**src/rtl/ray_gen_if.sv**
```systemverilog
// Ray output stream: three packed float32 direction components plus the pixel tag.
interface ray_gen_if #(
  parameter int SIZE = 32
);
  logic [2:0][SIZE-1:0] ray_axis_tdata;
  logic                 ray_axis_tvalid;
  logic                 ray_axis_tready;
  logic [10:0]          hcount_axis_tdata;
  logic [9:0]           vcount_axis_tdata;

  modport master (
    output ray_axis_tdata, ray_axis_tvalid, hcount_axis_tdata, vcount_axis_tdata,
    input  ray_axis_tready
  );

  modport slave (
    input  ray_axis_tdata, ray_axis_tvalid, hcount_axis_tdata, vcount_axis_tdata,
    output ray_axis_tready
  );
endinterface

```
**src/rtl/ray_gen.sv**
```systemverilog
// Primary-ray generator: raster-scans the render window and streams one float32
// direction (dx, dy, dz) per pixel through a single output register stage.
module ray_gen #(
  parameter int H_ACTIVE = 320,
  parameter int V_ACTIVE = 180,
  parameter int H_CENTER = 160,
  parameter int V_CENTER = 90,
  parameter int FOCAL    = 200,
  parameter int SIZE     = 32
) (
  input  logic       aclk,
  input  logic       aresetn,
  input  logic       start,
  input  logic [1:0] select_objs_in,
  ray_gen_if.master  ray_axis,
  output logic [1:0] select_objs,
  output logic       busy,
  output logic       frame_done
);

  typedef enum logic {IDLE, RUN} state_t;

  localparam logic [10:0]        H_LAST = 11'(H_ACTIVE - 1);
  localparam logic [9:0]         V_LAST = 10'(V_ACTIVE - 1);
  localparam logic signed [12:0] HC     = 13'(H_CENTER);
  localparam logic signed [12:0] VC     = 13'(V_CENTER);
  localparam logic signed [12:0] DZ     = 13'(-FOCAL);

  state_t               state_q, state_d;
  logic [10:0]          hcnt_q, hcnt_d;
  logic [9:0]           vcnt_q, vcnt_d;
  logic                 more_q, more_d;
  logic [2:0][SIZE-1:0] tdata_q, tdata_d;
  logic                 tvalid_q, tvalid_d;
  logic [10:0]          hout_q, hout_d;
  logic [9:0]           vout_q, vout_d;
  logic [1:0]           sel_q, sel_d;
  logic                 busy_q, busy_d;
  logic                 done_q, done_d;

  logic signed [12:0]   dx_s, dy_s;
  logic                 hs, load;

  // Exact int->float32: every magnitude here fits in 13 bits, so no rounding is needed.
  function automatic logic [31:0] int_to_f32(input logic signed [12:0] v);
    logic [12:0] mag;
    logic [3:0]  msb;
    logic [23:0] norm;
    logic [31:0] res;
    mag = v[12] ? 13'(~v + 13'sd1) : 13'(v);
    msb = 4'd0;
    for (int i = 0; i < 13; i++) begin
      if (mag[i]) msb = 4'(i);
    end
    norm = 24'(mag) << (5'd23 - 5'(msb));
    if (mag == 13'd0) res = 32'h0000_0000;
    else              res = {v[12], 8'(8'd127 + 8'(msb)), norm[22:0]};
    return res;
  endfunction

  assign dx_s = $signed({2'b00, hcnt_q}) - HC;
  assign dy_s = VC - $signed({3'b000, vcnt_q});
  assign hs   = tvalid_q & ray_axis.ray_axis_tready;
  assign load = (state_q == RUN) && more_q && (!tvalid_q || ray_axis.ray_axis_tready);

  always_comb begin
    state_d  = state_q;
    hcnt_d   = hcnt_q;
    vcnt_d   = vcnt_q;
    more_d   = more_q;
    tdata_d  = tdata_q;
    tvalid_d = tvalid_q;
    hout_d   = hout_q;
    vout_d   = vout_q;
    sel_d    = sel_q;
    busy_d   = busy_q;
    done_d   = 1'b0;
    case (state_q)
      IDLE: begin
        if (start) begin
          state_d = RUN;
          sel_d   = select_objs_in;
          hcnt_d  = 11'd0;
          vcnt_d  = 10'd0;
          more_d  = 1'b1;
          busy_d  = 1'b1;
        end
      end
      RUN: begin
        if (load) begin
          tdata_d  = {int_to_f32(dx_s), int_to_f32(dy_s), int_to_f32(DZ)};
          tvalid_d = 1'b1;
          hout_d   = hcnt_q;
          vout_d   = vcnt_q;
          if (hcnt_q == H_LAST) begin
            hcnt_d = 11'd0;
            if (vcnt_q == V_LAST) more_d = 1'b0;
            else                  vcnt_d = vcnt_q + 10'd1;
          end else begin
            hcnt_d = hcnt_q + 11'd1;
          end
        end else if (hs) begin
          tvalid_d = 1'b0;
        end
        // more_q low means the beat on the bus is the final pixel of the frame.
        if (hs && !more_q) begin
          state_d = IDLE;
          busy_d  = 1'b0;
          done_d  = 1'b1;
        end
      end
      default: state_d = IDLE;
    endcase
  end

  always_ff @(posedge aclk or negedge aresetn) begin
    if (!aresetn) begin
      state_q  <= IDLE;
      hcnt_q   <= '0;
      vcnt_q   <= '0;
      more_q   <= 1'b0;
      tdata_q  <= '0;
      tvalid_q <= 1'b0;
      hout_q   <= '0;
      vout_q   <= '0;
      sel_q    <= '0;
      busy_q   <= 1'b0;
      done_q   <= 1'b0;
    end else begin
      state_q  <= state_d;
      hcnt_q   <= hcnt_d;
      vcnt_q   <= vcnt_d;
      more_q   <= more_d;
      tdata_q  <= tdata_d;
      tvalid_q <= tvalid_d;
      hout_q   <= hout_d;
      vout_q   <= vout_d;
      sel_q    <= sel_d;
      busy_q   <= busy_d;
      done_q   <= done_d;
    end
  end

  assign ray_axis.ray_axis_tdata    = tdata_q;
  assign ray_axis.ray_axis_tvalid   = tvalid_q;
  assign ray_axis.hcount_axis_tdata = hout_q;
  assign ray_axis.vcount_axis_tdata = vout_q;
  assign select_objs                = sel_q;
  assign busy                       = busy_q;
  assign frame_done                 = done_q;

endmodule

```
**src/flat_wrapper.sv**
```systemverilog
// flat-port wrapper written by rule: the top's interface ports become plain ports
module ray_gen_flat 
#(
  parameter int H_ACTIVE = 320,
  parameter int V_ACTIVE = 180,
  parameter int H_CENTER = 160,
  parameter int V_CENTER = 90,
  parameter int FOCAL    = 200,
  parameter int SIZE     = 32
)
  (aclk, aresetn, start, select_objs_in, select_objs, busy, frame_done, ray_axis_ray_axis_tdata, ray_axis_ray_axis_tvalid, ray_axis_hcount_axis_tdata, ray_axis_vcount_axis_tdata, ray_axis_ray_axis_tready);
  ray_gen_if #(.SIZE(SIZE)) ray_axis_i ();
  input  logic aclk;
  input  logic aresetn;
  input  logic start;
  input  logic [1:0] select_objs_in;
  output logic [1:0] select_objs;
  output logic busy;
  output logic frame_done;
  output wire logic [$bits(ray_axis_i.ray_axis_tdata)-1:0] ray_axis_ray_axis_tdata;
  output wire logic [$bits(ray_axis_i.ray_axis_tvalid)-1:0] ray_axis_ray_axis_tvalid;
  output wire logic [$bits(ray_axis_i.hcount_axis_tdata)-1:0] ray_axis_hcount_axis_tdata;
  output wire logic [$bits(ray_axis_i.vcount_axis_tdata)-1:0] ray_axis_vcount_axis_tdata;
  input wire logic [$bits(ray_axis_i.ray_axis_tready)-1:0] ray_axis_ray_axis_tready;
  assign ray_axis_ray_axis_tdata = ray_axis_i.ray_axis_tdata;
  assign ray_axis_ray_axis_tvalid = ray_axis_i.ray_axis_tvalid;
  assign ray_axis_hcount_axis_tdata = ray_axis_i.hcount_axis_tdata;
  assign ray_axis_vcount_axis_tdata = ray_axis_i.vcount_axis_tdata;
  assign ray_axis_i.ray_axis_tready = ray_axis_ray_axis_tready;
  ray_gen #(.H_ACTIVE(H_ACTIVE), .V_ACTIVE(V_ACTIVE), .H_CENTER(H_CENTER), .V_CENTER(V_CENTER), .FOCAL(FOCAL), .SIZE(SIZE)) u_core (.aclk(aclk), .aresetn(aresetn), .start(start), .select_objs_in(select_objs_in), .ray_axis(ray_axis_i), .select_objs(select_objs), .busy(busy), .frame_done(frame_done));
endmodule
```
**config.mk**
```make
export PLATFORM = sky130hd
export DESIGN_NAME = ray_gen_flat
export DESIGN_NICKNAME = d
export VERILOG_FILES = /design/src/rtl/ray_gen_if.sv /design/src/rtl/ray_gen.sv /design/src/flat_wrapper.sv
export SDC_FILE = /design/constraint.sdc
export NUM_CORES = 1
export LEC_CHECK = 0
export CAP_MARGIN = 15
export CORE_MARGIN = 2
export CORE_UTILIZATION = 30
export DETAILED_ROUTE_END_ITERATION = 16
export PLACE_DENSITY = 0.54
export SYNTH_ARGS = -nofsm -noshare
export SYNTH_HDL_FRONTEND = slang
export SYNTH_SLANG_ARGS = --single-unit
```
**constraint.sdc**
```tcl
create_clock -name aclk -period 4.42 [get_ports aclk]
set_input_delay 0.884 -clock aclk [delete_from_list [all_inputs] [get_ports aclk]]
set_output_delay 0.884 -clock aclk [all_outputs]
set_load 0.05 [all_outputs]
```
==> results.txt <==
Status: complete, no violations
Fmax: 245.3 MHz
Sw frac: 45.21%
CP max FO: 15
Num rows: 56
Synth warn: 0
Largest net degree at the start of global routing: 52
Number of max-cap violations: 0
All-Layer GR Usage: 15.04%
Placed cell count: 1183
Die Wd: 158.2 µm
Ys async rst share: 100.0%
Die Area: 25010 µm²
Hold path start: u_core.ray_axis.hcount_axis_tdata[5]$_DFFE_PN0P_
Post-synth top area share: 39.31%
Register-to-Register Path Depth: 11
Total CTS buffers: 9
Final setup viols: 0
Register area: 2803 µm²
H-tree levels: 3
Initial antenna violation count: 0
# port buffers: 101
Mapped Cells: 797
Clock-pin slew on the worst setup and hold paths: 0.09 ns
Layout cells sized above 1: 8.864%
Detailed placer's ending HPWL: 13420 µm
Layout area overhead: 20.85%
RSZ-0062 raised after global routing: false
Critical path buffer and inverter count: 1
Post-cts sizing count: 0
Lkg Pwr: 3.693 nW
Routed length per instance: 15.35 µm
Least-Margin Pin Slew: 0.7876 ns
Global-route wire length before repair: 30280 µm
Clk pwr share: 21.2%
Synth area leader: dfrtp_1
Clk_lat worst skew: 0.36 ns
WL final: 18400 µm
Vias in the first global route: 5787
Arrival time worst endpoint: 4.33 ns
CTS Hold Bufs: 0
Crit path kind: flop to flop
Root cell of the clock tree: clkbuf_16
Most used cell, CP: a32o_1
Comb pwr share: 45.8%
DRC viols: 0
Endpoints failing hold: 0
Peak supply drop: 0.2510 mV
Final Cycle Share: 92.25%
Number of I/O pins: 128
Core area: 23400 µm²
Post-Layout Cell Count: 1199
TNS Setup: 0 ns
Sw power: 1.838 mW
Grt total ovfl: 0
Final GP Congestion: 0.8619
Routed vias: 5950
Synthesis-stage register bit count: 112
End of the worst register-to-register path: u_core.ray_axis.ray_axis_tdata[53]$_DFFE_PN0P_
R2R setup slack: 0.34 ns
Top FF cell, synth: dfrtp_1
Max-slew violations: 0
CTS tree: done
Power per cell area: 472.0 nW/µm²
1st-iter DRT viols: 441
Post-route minimum period: 4.077 ns
Final Core Density: 36.82%
CTS max path bufs: 2
Startpoint Class: flop
Post-synth EDFFs: 0
Share of power burned in registers: 33.0%
Synthesized area: 7129 µm²
Final Total Pwr: 4.066 mW
CP required: 4.67 ns
CP Capture Point: u_core.ray_axis.ray_axis_tdata[53]$_DFFE_PN0P_
Postcts setup bufs: 0
Height of the die: 158.2 µm
Power Internal: 2.228 mW
Top delay family on crit path: compound AO/OA/AOI/OAI gates
Levels on crit path: 11
CP endpoint kind: flop
Antenna Cells: 0
Max stage delay on crit path: 0.59 ns
Fin Hold WS: 0.4828 ns
Initial Util: 30.46%
Top cells by area, synth: dfrtp_1 39%, nand2_1 6.6%, o21ai_0 4.1%
Detailed-route vias per instance: 4.962
Final net count: 894
Clock sinks: 112
WHS Path Cells: 2
Syn Area/Cell: 8.945 µm²
First-pass iteration count of the detailed router: 5
Worst setup path start: u_core.vcnt_q[0]$_DFFE_PN0P_
Multi-input gate area: 3839 µm²
Worst Hold Class: flop to flop
Sequential area share after synthesis: 39.31%
Remaining antenna violation count: 0
CP max stage cell: dfrtp_1
Fillers: 2418
Worst r2r src: u_core.vcnt_q[0]$_DFFE_PN0P_
Layout Skew: 0.009528 ns
Unique masters post-synth: 92
Slew Limit Headroom: 47.14%
Worst-path cell chain: inv_2, ha_1, nor4bb_1, a32o_1, nand3_1, o41a_1, xnor2_4, a31oi_4, mux2_2, or3_1, a32o_1
[layout make-up]
type                       instances  share of cell area [%]
sequential                       112                   32.53
timing repair buffer             124                   13.85
tap                              319                   4.633
multi-input combinational        610                   44.55
inverter                          18                  0.7842
clock inverter                     7                   1.031
clock buffer                       9                   2.614
[sequential cells by signal (all words and copies together), names as in the netlist]
register,cells
u_core.select_objs,2
u_core.ray_axis.vcount_axis_tdata,10
u_core.vcnt_q,10
u_core.state_q,1
u_core.more_q,1
u_core.hcnt_q,11
u_core.busy,1
u_core.ray_axis.ray_axis_tvalid,1
u_core.ray_axis.hcount_axis_tdata,11
u_core.ray_axis.ray_axis_tdata,63
u_core.frame_done,1
[through the flow]
step / cell area, µm² / setup WS, ns
after floorplan: 7223 / 0.7132
after global placement: 8302 / 0.4411
after detailed placement: 8302 / 0.3694
after CTS: 8616 / 0.3440
after global routing: 8616 / 0.03992
final: 8616 / 0.3427
[synth_stat cells (all sizes together), types with 8 or more instances]
library cell and count:
dfrtp 112, nand3 23, and3 8, buf 62
nand2 128, or3 11, xnor2 23, nand2b 10
nor3 18, a211oi 8, ha 13, o21ai 63
clkbuf 20, nor4 8, nor2 60, inv 18
o211ai 9, and2 37, xor2 15, a21oi 12
a31oi 8, nand4 8
[placed cells by master (no fill, tap or decap), drive strengths merged, types with 8 or more instances in the layout]
cell type        n
nand2b          10
conb            26
nand2          128
nor2            60
nor3            18
inv             23
ha              13
and2            37
a21oi           12
clkbuf           9
nor4             8
nand4            8
nand3           23
and3             8
clkdlybuf4s50  100
dfrtp          112
xor2            15
buf             24
xnor2           23
a211oi           8
or3             11
o21ai           63
o211ai           9
a31oi            8
[per-layer routing]
| layer | global-route usage, % | vias up | share of wire [%] |
|---|---|---|---|
| li1 | - | 2928 | - |
| met1 | 21.46 | 2830 | 48 |
| met2 | 23.31 | 175 | 45 |
| met3 | 2.628 | 17 | 5.3 |
| met4 | 4.290 | 0 | 1.2 |
| met5 | 0 | - | 0 |
[worst register-to-register path: cells and delay by family, from the launching register on]
family,cells,cell delay [ns]
compound gates,4,1.42
buf+inv,1,0.17
simple gates,3,0.71
mux,1,0.41
flops,1,0.59
fa+ha+maj,1,0.46
xor+xnor,1,0.21
[how the worst min path moves through the flow]
stage	to	slack (ns)
after detailed placement	u_core.ray_axis.vcount_axis_tdata[5]$_DFFE_PN0P_	0.46
after global routing	u_core.ray_axis.ray_axis_tdata[32]$_DFFE_PN0P_	0.50
after CTS	u_core.ray_axis.hcount_axis_tdata[10]$_DFFE_PN0P_	0.49
after floorplan	u_core.frame_done$_DFF_PN0_	0.50
after global placement	u_core.ray_axis.vcount_axis_tdata[3]$_DFFE_PN0P_	0.46
final	u_core.ray_axis.hcount_axis_tdata[5]$_DFFE_PN0P_	0.48
[power groups by stage]
| stage | clock (mW) | sequential, mW | combinational [mW] |
|---|---|---|---|
| 4_1_cts | 0.895 | 1.34 | 1.87 |
| 5_1_grt | 0.930 | 1.37 | 2.03 |
| 3_3_place_gp | 0 | 1.36 | 1.86 |
| 3_5_place_dp | 0 | 1.36 | 1.87 |
| 6_report | 0.862 | 1.34 | 1.86 |
| 2_1_floorplan | 0 | 1.76 | 0.925 |
[logic make-up (layout without fill, tap and decap cells)]
logic type / count (synthesis) / after routing / share of synthesized area [%]
simple gates: 339 / 339 / 23.75
compound gates: 186 / 186 / 20.25
flops: 112 / 112 / 39.31
buf+inv: 100 / 158 / 8.161
xor+xnor: 38 / 38 / 5.037
fa+ha+maj: 13 / 13 / 2.282
mux: 8 / 8 / 1.158
other cells: 1 / 26 / 0.05260
(Power assumes the default switching activity.)
